**config.mk**
```make
export PLATFORM = sky130hd
export DESIGN_NAME = dmem_refill
export DESIGN_NICKNAME = d
export VERILOG_FILES = /design/src/rtl/dmem_refill.sv
export SDC_FILE = /design/constraint.sdc
export NUM_CORES = 1
export LEC_CHECK = 0
export CAP_MARGIN = 25
export CORE_AREA = 2 2 273 275
export CTS_CLUSTER_SIZE = 25
export DETAILED_ROUTE_END_ITERATION = 10
export DIE_AREA = 0 0 275 277
export PLACE_DENSITY = 0.55
export SYNTH_ARGS = -nofsm -noshare
export SYNTH_HDL_FRONTEND = slang
export SYNTH_SLANG_ARGS = --single-unit
```
**constraint.sdc**
```tcl
create_clock -name clk -period 6.4 [get_ports clk]
set_clock_uncertainty 0.05 [all_clocks]
set_input_delay 1.92 -clock clk [delete_from_list [all_inputs] [get_ports clk]]
set_output_delay 1.92 -clock clk [all_outputs]
set_load 0.005 [all_outputs]
```
**src/rtl/dmem_refill.sv**
```systemverilog
// rtl/dmem_refill.sv - data-cache line-fill engine: one burst read per miss, BEATS bus words per line.
module dmem_refill #(
  parameter int LINE_W  = 512,
  parameter int BLK_W   = 58,
  parameter int BUS_W   = 64,
  parameter int TIMEOUT = 255
) (
  input  logic              clk,
  input  logic              rst_n,
  input  logic [BLK_W-1:0]  b_addr_d,
  input  logic              b_rd_d,
  output logic [LINE_W-1:0] b_rdata_d,
  output logic              b_dv_d,
  output logic              b_err_d,
  output logic              busy,
  output logic              m_req,
  output logic [63:0]       m_addr,
  input  logic              m_gnt,
  input  logic [BUS_W-1:0]  m_rdata,
  input  logic              m_rvalid,
  input  logic              m_rerr
);
  localparam int BEATS = LINE_W / BUS_W;
  localparam int CNT_W = $clog2(BEATS);
  localparam int TMO_W = $clog2(TIMEOUT + 1);
  localparam int OFF_W = 64 - BLK_W;

  typedef enum logic [1:0] {IDLE, REQ, BEAT, DONE} state_t;

  state_t            state_q, state_d;
  logic [BLK_W-1:0]  addr_q, addr_d;
  logic [LINE_W-1:0] line_q, line_d;
  logic [CNT_W-1:0]  cnt_q, cnt_d;
  logic [TMO_W-1:0]  tmo_q, tmo_d;
  logic              err_q, err_d;

  always_ff @(posedge clk or negedge rst_n) begin
    if (!rst_n) begin
      state_q <= IDLE;
      addr_q  <= '0;
      line_q  <= '0;
      cnt_q   <= '0;
      tmo_q   <= '0;
      err_q   <= 1'b0;
    end else begin
      state_q <= state_d;
      addr_q  <= addr_d;
      line_q  <= line_d;
      cnt_q   <= cnt_d;
      tmo_q   <= tmo_d;
      err_q   <= err_d;
    end
  end

  always_comb begin
    state_d = state_q;
    addr_d  = addr_q;
    line_d  = line_q;
    cnt_d   = cnt_q;
    tmo_d   = tmo_q;
    err_d   = err_q;
    case (state_q)
      IDLE: begin
        if (b_rd_d) begin
          addr_d  = b_addr_d;
          line_d  = '0;
          cnt_d   = '0;
          tmo_d   = '0;
          err_d   = 1'b0;
          state_d = REQ;
        end
      end
      REQ: begin
        if (m_gnt) begin
          tmo_d   = '0;
          state_d = BEAT;
        end else if (tmo_q == TMO_W'(TIMEOUT - 1)) begin
          err_d   = 1'b1;
          state_d = DONE;
        end else begin
          tmo_d = tmo_q + 1'b1;
        end
      end
      BEAT: begin
        if (m_rvalid) begin
          for (int i = 0; i < BEATS; i++) begin
            if (cnt_q == CNT_W'(i)) line_d[i*BUS_W +: BUS_W] = m_rdata;
          end
          err_d = err_q | m_rerr;
          tmo_d = '0;
          // Counter holds at the last beat rather than wrapping.
          if (cnt_q == CNT_W'(BEATS - 1)) state_d = DONE;
          else                             cnt_d   = cnt_q + 1'b1;
        end else if (tmo_q == TMO_W'(TIMEOUT - 1)) begin
          err_d   = 1'b1;
          state_d = DONE;
        end else begin
          tmo_d = tmo_q + 1'b1;
        end
      end
      DONE: state_d = IDLE;
      default: state_d = IDLE;
    endcase
  end

  assign b_rdata_d = line_q;
  assign b_dv_d    = (state_q == DONE);
  assign b_err_d   = (state_q == DONE) && err_q;
  assign busy      = (state_q != IDLE);
  assign m_req     = (state_q == REQ);
  assign m_addr    = {addr_q, {OFF_W{1'b0}}};
endmodule

```
Yosys cells after proc, flatten, opt, wreduce, memory -nomap -nowiden --
Cells that the tools add are included. Widths: inputs -> output; s select.
Word-level totals: bits in registers 584, logic and storage cells 90, output and inout port bits 580
Cells by class: add/sub/neg operators 2, bitwise operators 1, eq/ne operators 24, multiplexer cells 31, reductions and logical operators 19
Operator list (number):
- $mux 512 | 2
- $pmux 512 s2 | 1
- $mux 64 | 8
- $reduce_and 4->1 | 9
- $mux 8 | 4
- $ne 2x2->1 const B | 12
- $pmux 8 s3 | 1
- $eq 3x3->1 const B | 4
- $mux 2 | 5
- $mux 3 | 3
- $add 8x1->8 const B | 1
- $eq 8x8->1 const B | 1
- $pmux 2 s4 | 1
- $eq 3x2->1 const B | 2
- $pmux 3 s2 | 1
- $reduce_and 2->1 | 3
- $eq 2x2->1 const B | 2
- $mux 1 | 4
- $reduce_bool 2->1 | 2
- $add 3x1->3 const B | 1
- $eq 3x1->1 const B | 1
- $logic_not 3->1 | 1
- $ne 3x3->1 const B | 1
- $pmux 1 s3 | 1
- 6 further kinds | 6

Longest topological paths before layout --
Gate-level depths: netlist of the first run.
depth after elaboration 4, mapped depth 11, mapped depth without buffers 6

Worst setup path after synthesis of the first run --
No wires, ideal clock.
path kind in2reg, from input m_rvalid, to register line_q[435], in the netlist b_rdata_d[435], arrival time 3.116 ns, setup slack 3.109 ns, stages on the path 6, path through nand2b_1 clkbuf_2 nand2_4 a21oi_4 buf_6 mux2_2
Between the ends: longest elaborated chain between the ends 2
RTL lines:
- start: declaration | line 20 | input logic m_rvalid,
- $ne 2x2->1 (no source line)
- $reduce_and 4->1 (no source line)
- end signal: assignment | line 48 | line_q <= line_d;
- end: declaration | line 32 | logic [LINE_W-1:0] line_q, line_d;
No other way between the ends. A chain may end at the register's enable or synchronous reset.

Worst setup path after layout of the first run --
from register state_q[0], to output busy
Between the ends: longest elaborated chain between the ends 1
RTL lines:
- start: declaration | line 30 | state_t state_q, state_d;
- start signal: assignment | line 46 | state_q <= state_d;
- $reduce_bool 2->1 | line 109 | assign busy = (state_q != IDLE);
- end: declaration | line 15 | output logic busy,
No other way between the ends.

==> flow_summary_export.csv, run 1 <==
group,metric,value,unit
sta,finalHoldViolCount,0,
routing,dr_wl_met2,37400,um
routing,firstDrtPassIters,5,
clock_network,post_cts_resized,0,
pwr,p_leak,14.6,nW
final_layout,postLayoutCellArea,0.0329,mm2
logic_synthesis,yosysWarnings,0,
global_routing,grt_pass1_vias,16500,
die,fp.dieArea,0.0762,mm2
routing,m1WireLength,30100,um
placement,dpl_cell_area,0.0305,mm2
setup_path,cp_max_fo,7,
routing,wirelength,74500,um
clock_network,cts_root_buffer,"clkbuf_16",
clock_network,post_cts_buffers,0,
routing,dr_wl_met3,4550,um
clock_network,cts_made_buffers,68,
routing,routed.top_layer,"met4",
sta,setup_tns,0,ns
clock_network,clk_pin_slew,0.06,ns
logic_synthesis,syn_inst,1690,
hold_path,hold_start,"b_rdata_d[161]",
die,coreArea,0.0736,mm2
clock_network,clk-insertion-delay-late,0.59,ns
logic_synthesis,seq_area_frac_synth,0.646,
logic_synthesis,synth-edff-count,0,
logic_synthesis,async_flop_share,1.00,
clock_network,cts_tree,"yes",
sta,setup_viol,0,
logic_synthesis,ys_ff_latch,584,
setup_path,cp-end-kind,"output pin",
sta,tightest_slew,0.939,ns
job,maxCapViolations,0,
sta,grt_setup_unrepaired,"false",
clock_network,cts.sinks,584,
setup_path,timing.rr.start,"state_q[0]",
routing,dr_total_vias,15600,
die,dieWidth,275,um
routing,ant_nets,0,
die,die_h,277,um
clock_network,h-tree-depth,3,
placement,io_buffers,701,
global_routing,antenna_found_initial,2,
routing,drt-wirelength-per-cell,21.9,um
final_layout,fin_cells,3406,
pwr,ir_drop,0.290,mV
routing,routed_via_density,4.59,
setup_path,required,4.43,ns
final_layout,nets,2529,
global_routing,grt_overflow,0,
die,pin_count,708,
clock_network,cts_hold_buf,0,
final_layout,final_cell_mix,"clkdlybuf4s50_1 (700), dfrtp_1 (584), mux2_2 (353), nand2_1 (269), o21ai_0 (195)",
sta,period_share,0.637,
logic_synthesis,synth_cell_types,46,
final_layout,final_common_cell,"clkdlybuf4s50_1",
logic_synthesis,synth.cell_area,0.0226,mm2
sta,period_needed,4.08,ns
sta,slew_violations,0,
die,rows,100,
setup_path,cp.arrival,2.11,ns
setup_path,r2r_slack,2.83,ns
hold_path,hold_path.class,"reg -> reg",
placement,routabilityCongestion,0.871,
global_routing,grt_max_degree,129,
placement,dp.cells,3287,
setup_path,worst_setup_path_start_kind,"register",
setup_path,cp-startpoint,"state_q[0]",
routing,drc,0,
logic_synthesis,synth_area_per_cell,13.4,um2
run_status,status,"complete, no violations",
sta,relSlewSlack,0.374,
pwr,p_per_area,452,mW/mm2
final_layout,drive_above_1_share,0.203,
clock_network,clockBufferDepth,3,
sta,fmax,245,MHz
logic_synthesis,synth_ff_type,"dfrtp_1",
global_routing,grt_pass1_wl,111000,um
setup_path,path_class,"reg -> out",
routing,drt_iter0_markers,869,
final_layout,area_delta_synth_final,45.2,%
final_layout,fillers,6832,
placement,dp.final_hpwl,53900,um
die,initial_core_util,0.308,
global_routing,grt_usage,0.194,
## per-stage QoR
step	utilization	worst slack [ns]	hold WS, ns	power (mW)
detailed placement	0.415	1.79	0.420	11.0
global route	0.447	2.21	0.450	15.6
finish	0.447	2.32	0.424	14.8
floorplan	-	3.11	0.423	7.54
CTS	0.446	2.29	0.432	15.1
global placement	0.415	1.76	0.410	10.9
## synthesized netlist by cell type, drive strengths merged (5+ instances only)
| cell type | count | area (um2) |
|---|---|---|
| dfrtp | 584 | 14600 |
| mux2 | 380 | 4280 |
| nand2 | 271 | 1020 |
| o21ai | 195 | 976 |
| and2 | 65 | 407 |
| buf | 54 | 469 |
| clkbuf | 49 | 185 |
| ha | 12 | 150 |
| inv | 9 | 33.8 |
| nor2 | 9 | 41.3 |
| a21oi | 8 | 85.1 |
| nand3 | 6 | 30.0 |
| nand2b | 5 | 31.3 |
| nor2b | 5 | 31.3 |
## sequential cells by signal, indices dropped and copies added (netlist names)
signal	flops
b_rdata_d	512
addr_q	58
tmo_q	8
cnt_q	3
state_q	2
err_q	1
## where the power goes
group / switching, mW / leakage [nW] / internal (mW)
Combinational: 2.38 / 5.58 / 3.00
Clock: 1.56 / 1.12 / 2.44
Sequential: 0.650 / 7.95 / 4.82
Total: 4.59 / 14.6 / 10.3
## critical path, cell delays in order (launching register included)
cell and delay [ns]:
dfrtp_1 0.41, inv_1 0.18, ha_1 0.33, inv_1 0.12
clkdlybuf4s50_1 0.49
## final cells by class
cell class	count	area, um2	share of cell area
antenna	1	2.50	0.0000761
sequential	584	14600	0.445
inverter	9	33.8	0.00103
clock inverter	28	417	0.0127
clock buffer	89	1880	0.0573
multi-input combinational	999	7370	0.224
timing repair buffer	727	7340	0.223
tap	969	1210	0.0369
## logic make-up after synthesis
family,share of synthesized area
AOI/OAI and AO/OA,0.0534
adders and majority gates,0.00663
buffers and inverters,0.0304
DFF,0.646
muxes,0.190
other,0.000166
and+or+nand+nor,0.0737
## final timing paths
| path | endpoint | depth (start not counted) |
|---|---|---|
| max reg2reg | b_rdata_d[91] | 7 |
| min | b_rdata_d[161] | 2 |
| min reg2reg | b_rdata_d[161] | 2 |
| min in group asynchronous | addr_q[55] | 1 |
| max | busy | 4 |
| max in group asynchronous | b_rdata_d[295] | 2 |
## per-layer routing
metal  vias up  global-route usage
li1       7176                   -
met3       117              0.0491
met1      7871               0.235
met5         -                   0
met2       458               0.332
met4         0              0.0697
No activity file was read; power rests on OpenSTA's default activity.
==> run 2: changes to the inputs <==
==> constraint.sdc (replaced) <==
create_clock -name clk -period 3.95 [get_ports clk]
set_clock_uncertainty 0.05 [all_clocks]
set_input_delay 1.185 -clock clk [delete_from_list [all_inputs] [get_ports clk]]
set_output_delay 1.185 -clock clk [all_outputs]
set_load 0.005 [all_outputs]
==> run 2 against run 1 <==
Against the previous run: power increased by 62%; critical endpoint unchanged; die area unchanged; sequential cell count unchanged; register-to-register slack got worse by 1.7 ns; cell count is 0.26% higher; first-iteration DRC count is 20% lower; non-clock buffer count is 9 higher; core utilization rose by 0.23 points; sequential power grew 62%.
==> flow_summary_export.csv, run 2 (synthesis results as in run 1) <==
group,metric,value,unit
setup_path,rr_worst_depth,7,
routing,drt-wirelength-per-cell,21.8,um
sta,period_needed,3.34,ns
die,die_h,277,um
setup_path,r2r_slack,1.11,ns
final_layout,area_delta_synth_final,46.0,%
final_layout,multi_input_area,0.00737,mm2
routing,drt_iter0_markers,695,
routing,firstDrtPassIters,5,
die,initial_core_util,0.308,
pwr,ir_drop,0.444,mV
final_layout,n_antenna_cell,0,
final_layout,largest_reg_flops,512,
clock_network,post_cts_resized,0,
pwr,power,24.0,mW
sta,relSlewSlack,0.549,
final_layout,fillers,6670,
hold_path,min_delay_path_depth,2,
die,rows,100,
placement,dp.final_hpwl,53300,um
clock_network,clk-insertion-delay-late,0.59,ns
routing,wirelength,74300,um
sta,grt_setup_unrepaired,"false",
sta,tightest_slew,0.677,ns
clock_network,cts.sinks,584,
final_layout,postLayoutCellArea,0.0330,mm2
sta,slew_violations,0,
global_routing,grt_max_degree,93,
global_routing,grt_pass1_vias,16600,
clock_network,post_cts_buffers,0,
final_layout,final_cell_mix,"clkdlybuf4s50_1 (700), dfrtp_1 (584), mux2_2 (353), nand2_1 (269), o21ai_0 (195)",
clock_network,h-tree-depth,3,
die,fp.dieArea,0.0762,mm2
pwr,p_per_area,726,mW/mm2
die,coreArea,0.0736,mm2
hold_path,hold_start,"b_rdata_d[164]",
setup_path,required,2.71,ns
routing,drc,0,
global_routing,antenna_found_initial,0,
global_routing,grt_overflow,0,
placement,dpl_cell_area,0.0308,mm2
setup_path,cp.arrival,2.10,ns
routing,ant_nets,0,
clock_network,cts_made_buffers,68,
setup_path,worst_setup_path_start_kind,"register",
placement,pre_cts_ws,0.500,ns
setup_path,cp_max_fo,7,
hold_path,hold_path.class,"reg -> reg",
routing,dr_total_vias,15800,
clock_network,cts_hold_buf,0,
sta,fin_ws,0.611,ns
sta,setup_viol,0,
final_layout,nets,2538,
sta,period_share,0.845,
die,pin_count,708,
setup_path,cp-end-kind,"output pin",
sta,timing.hold.ws,0.428,ns
sta,fmax,299,MHz
setup_path,timing.rr.start,"state_q[0]",
setup_path,r2r-end,"b_rdata_d[481]",
routing,routed_via_density,4.61,
clock_network,cts_tree,"yes",
global_routing,grt_pass1_wl,110000,um
hold_path,hold_end,"b_rdata_d[164]",
sta,finalHoldViolCount,0,
run_status,status,"complete, no violations",
final_layout,drive_above_1_share,0.207,
clock_network,cts_root_buffer,"clkbuf_16",
pwr,p_leak,14.7,nW
placement,io_buffers,701,
global_routing,grt_usage,0.193,
die,dieWidth,275,um
job,maxCapViolations,0,
clock_network,clockBufferDepth,3,
placement,routabilityCongestion,0.873,
final_layout,final_common_cell,"clkdlybuf4s50_1",
final_layout,final-seq-area,0.0146,mm2
sta,setup_tns,0,ns
setup_path,path_class,"reg -> out",
clock_network,clk_pin_slew,0.06,ns
## run 2: cell types whose count changed in the layout (fill, tap and decap cells not counted)
cell / delta
buf_4: -5
buf_12: +15
clkbuf_16: -1
clkbuf_8: +7
clkinvlp_4: -1
clkinv_8: +1
bufinv_16: -5
clkbuf_1: -2
diode_2: -1
buf_16: -1
clkinv_4: +2
## run 2: how the worst max path moves through the flow
stage	from	to	slack (ns)	cells after the start
floorplan	m_rvalid	b_rdata_d[435]	1.39	6
global placement	m_rvalid	b_rdata_d[484]	0.55	6
detailed placement	m_rvalid	b_rdata_d[483]	0.50	6
CTS	state_q[0]	busy	0.56	4
global route	state_q[0]	busy	0.50	4
finish	state_q[0]	busy	0.61	4
## run 2: power breakdown
part           leakage [nW]  switching (mW)  internal, mW  total [mW]
Clock                  1.10            2.56          3.73        6.29
Sequential             7.95            1.04          7.81        8.85
Combinational          5.68            3.88          4.99        8.86
## run 2: critical path, cell delays in order, from the launching register on
cell and delay, ns:
dfrtp_1 0.40, inv_1 0.16, ha_1 0.33, inv_1 0.12
clkdlybuf4s50_1 0.50
## run 2: per-layer routing
| metal | up-vias | track usage | part of all wire |
|---|---|---|---|
| li1 | 7212 | - | - |
| met1 | 7951 | 0.230 | 0.40 |
| met2 | 478 | 0.333 | 0.51 |
| met3 | 117 | 0.0523 | 0.067 |
| met4 | 0 | 0.0701 | 0.032 |
| met5 | - | 0 | 0 |
## run 2: cell type report
class,instances,area share
sequential,584,0.442
timing repair buffer,736,0.229
multi-input combinational,999,0.223
clock buffer,93,0.0589
tap,969,0.0367
clock inverter,25,0.00886
inverter,9,0.00102
## run 2: metrics by stage
stage,utilization,instances
after global placement,0.419,3297
after global routing,0.449,3415
after CTS,0.449,3415
after floorplan,-,1695
after detailed placement,0.419,3297
final,0.449,3415
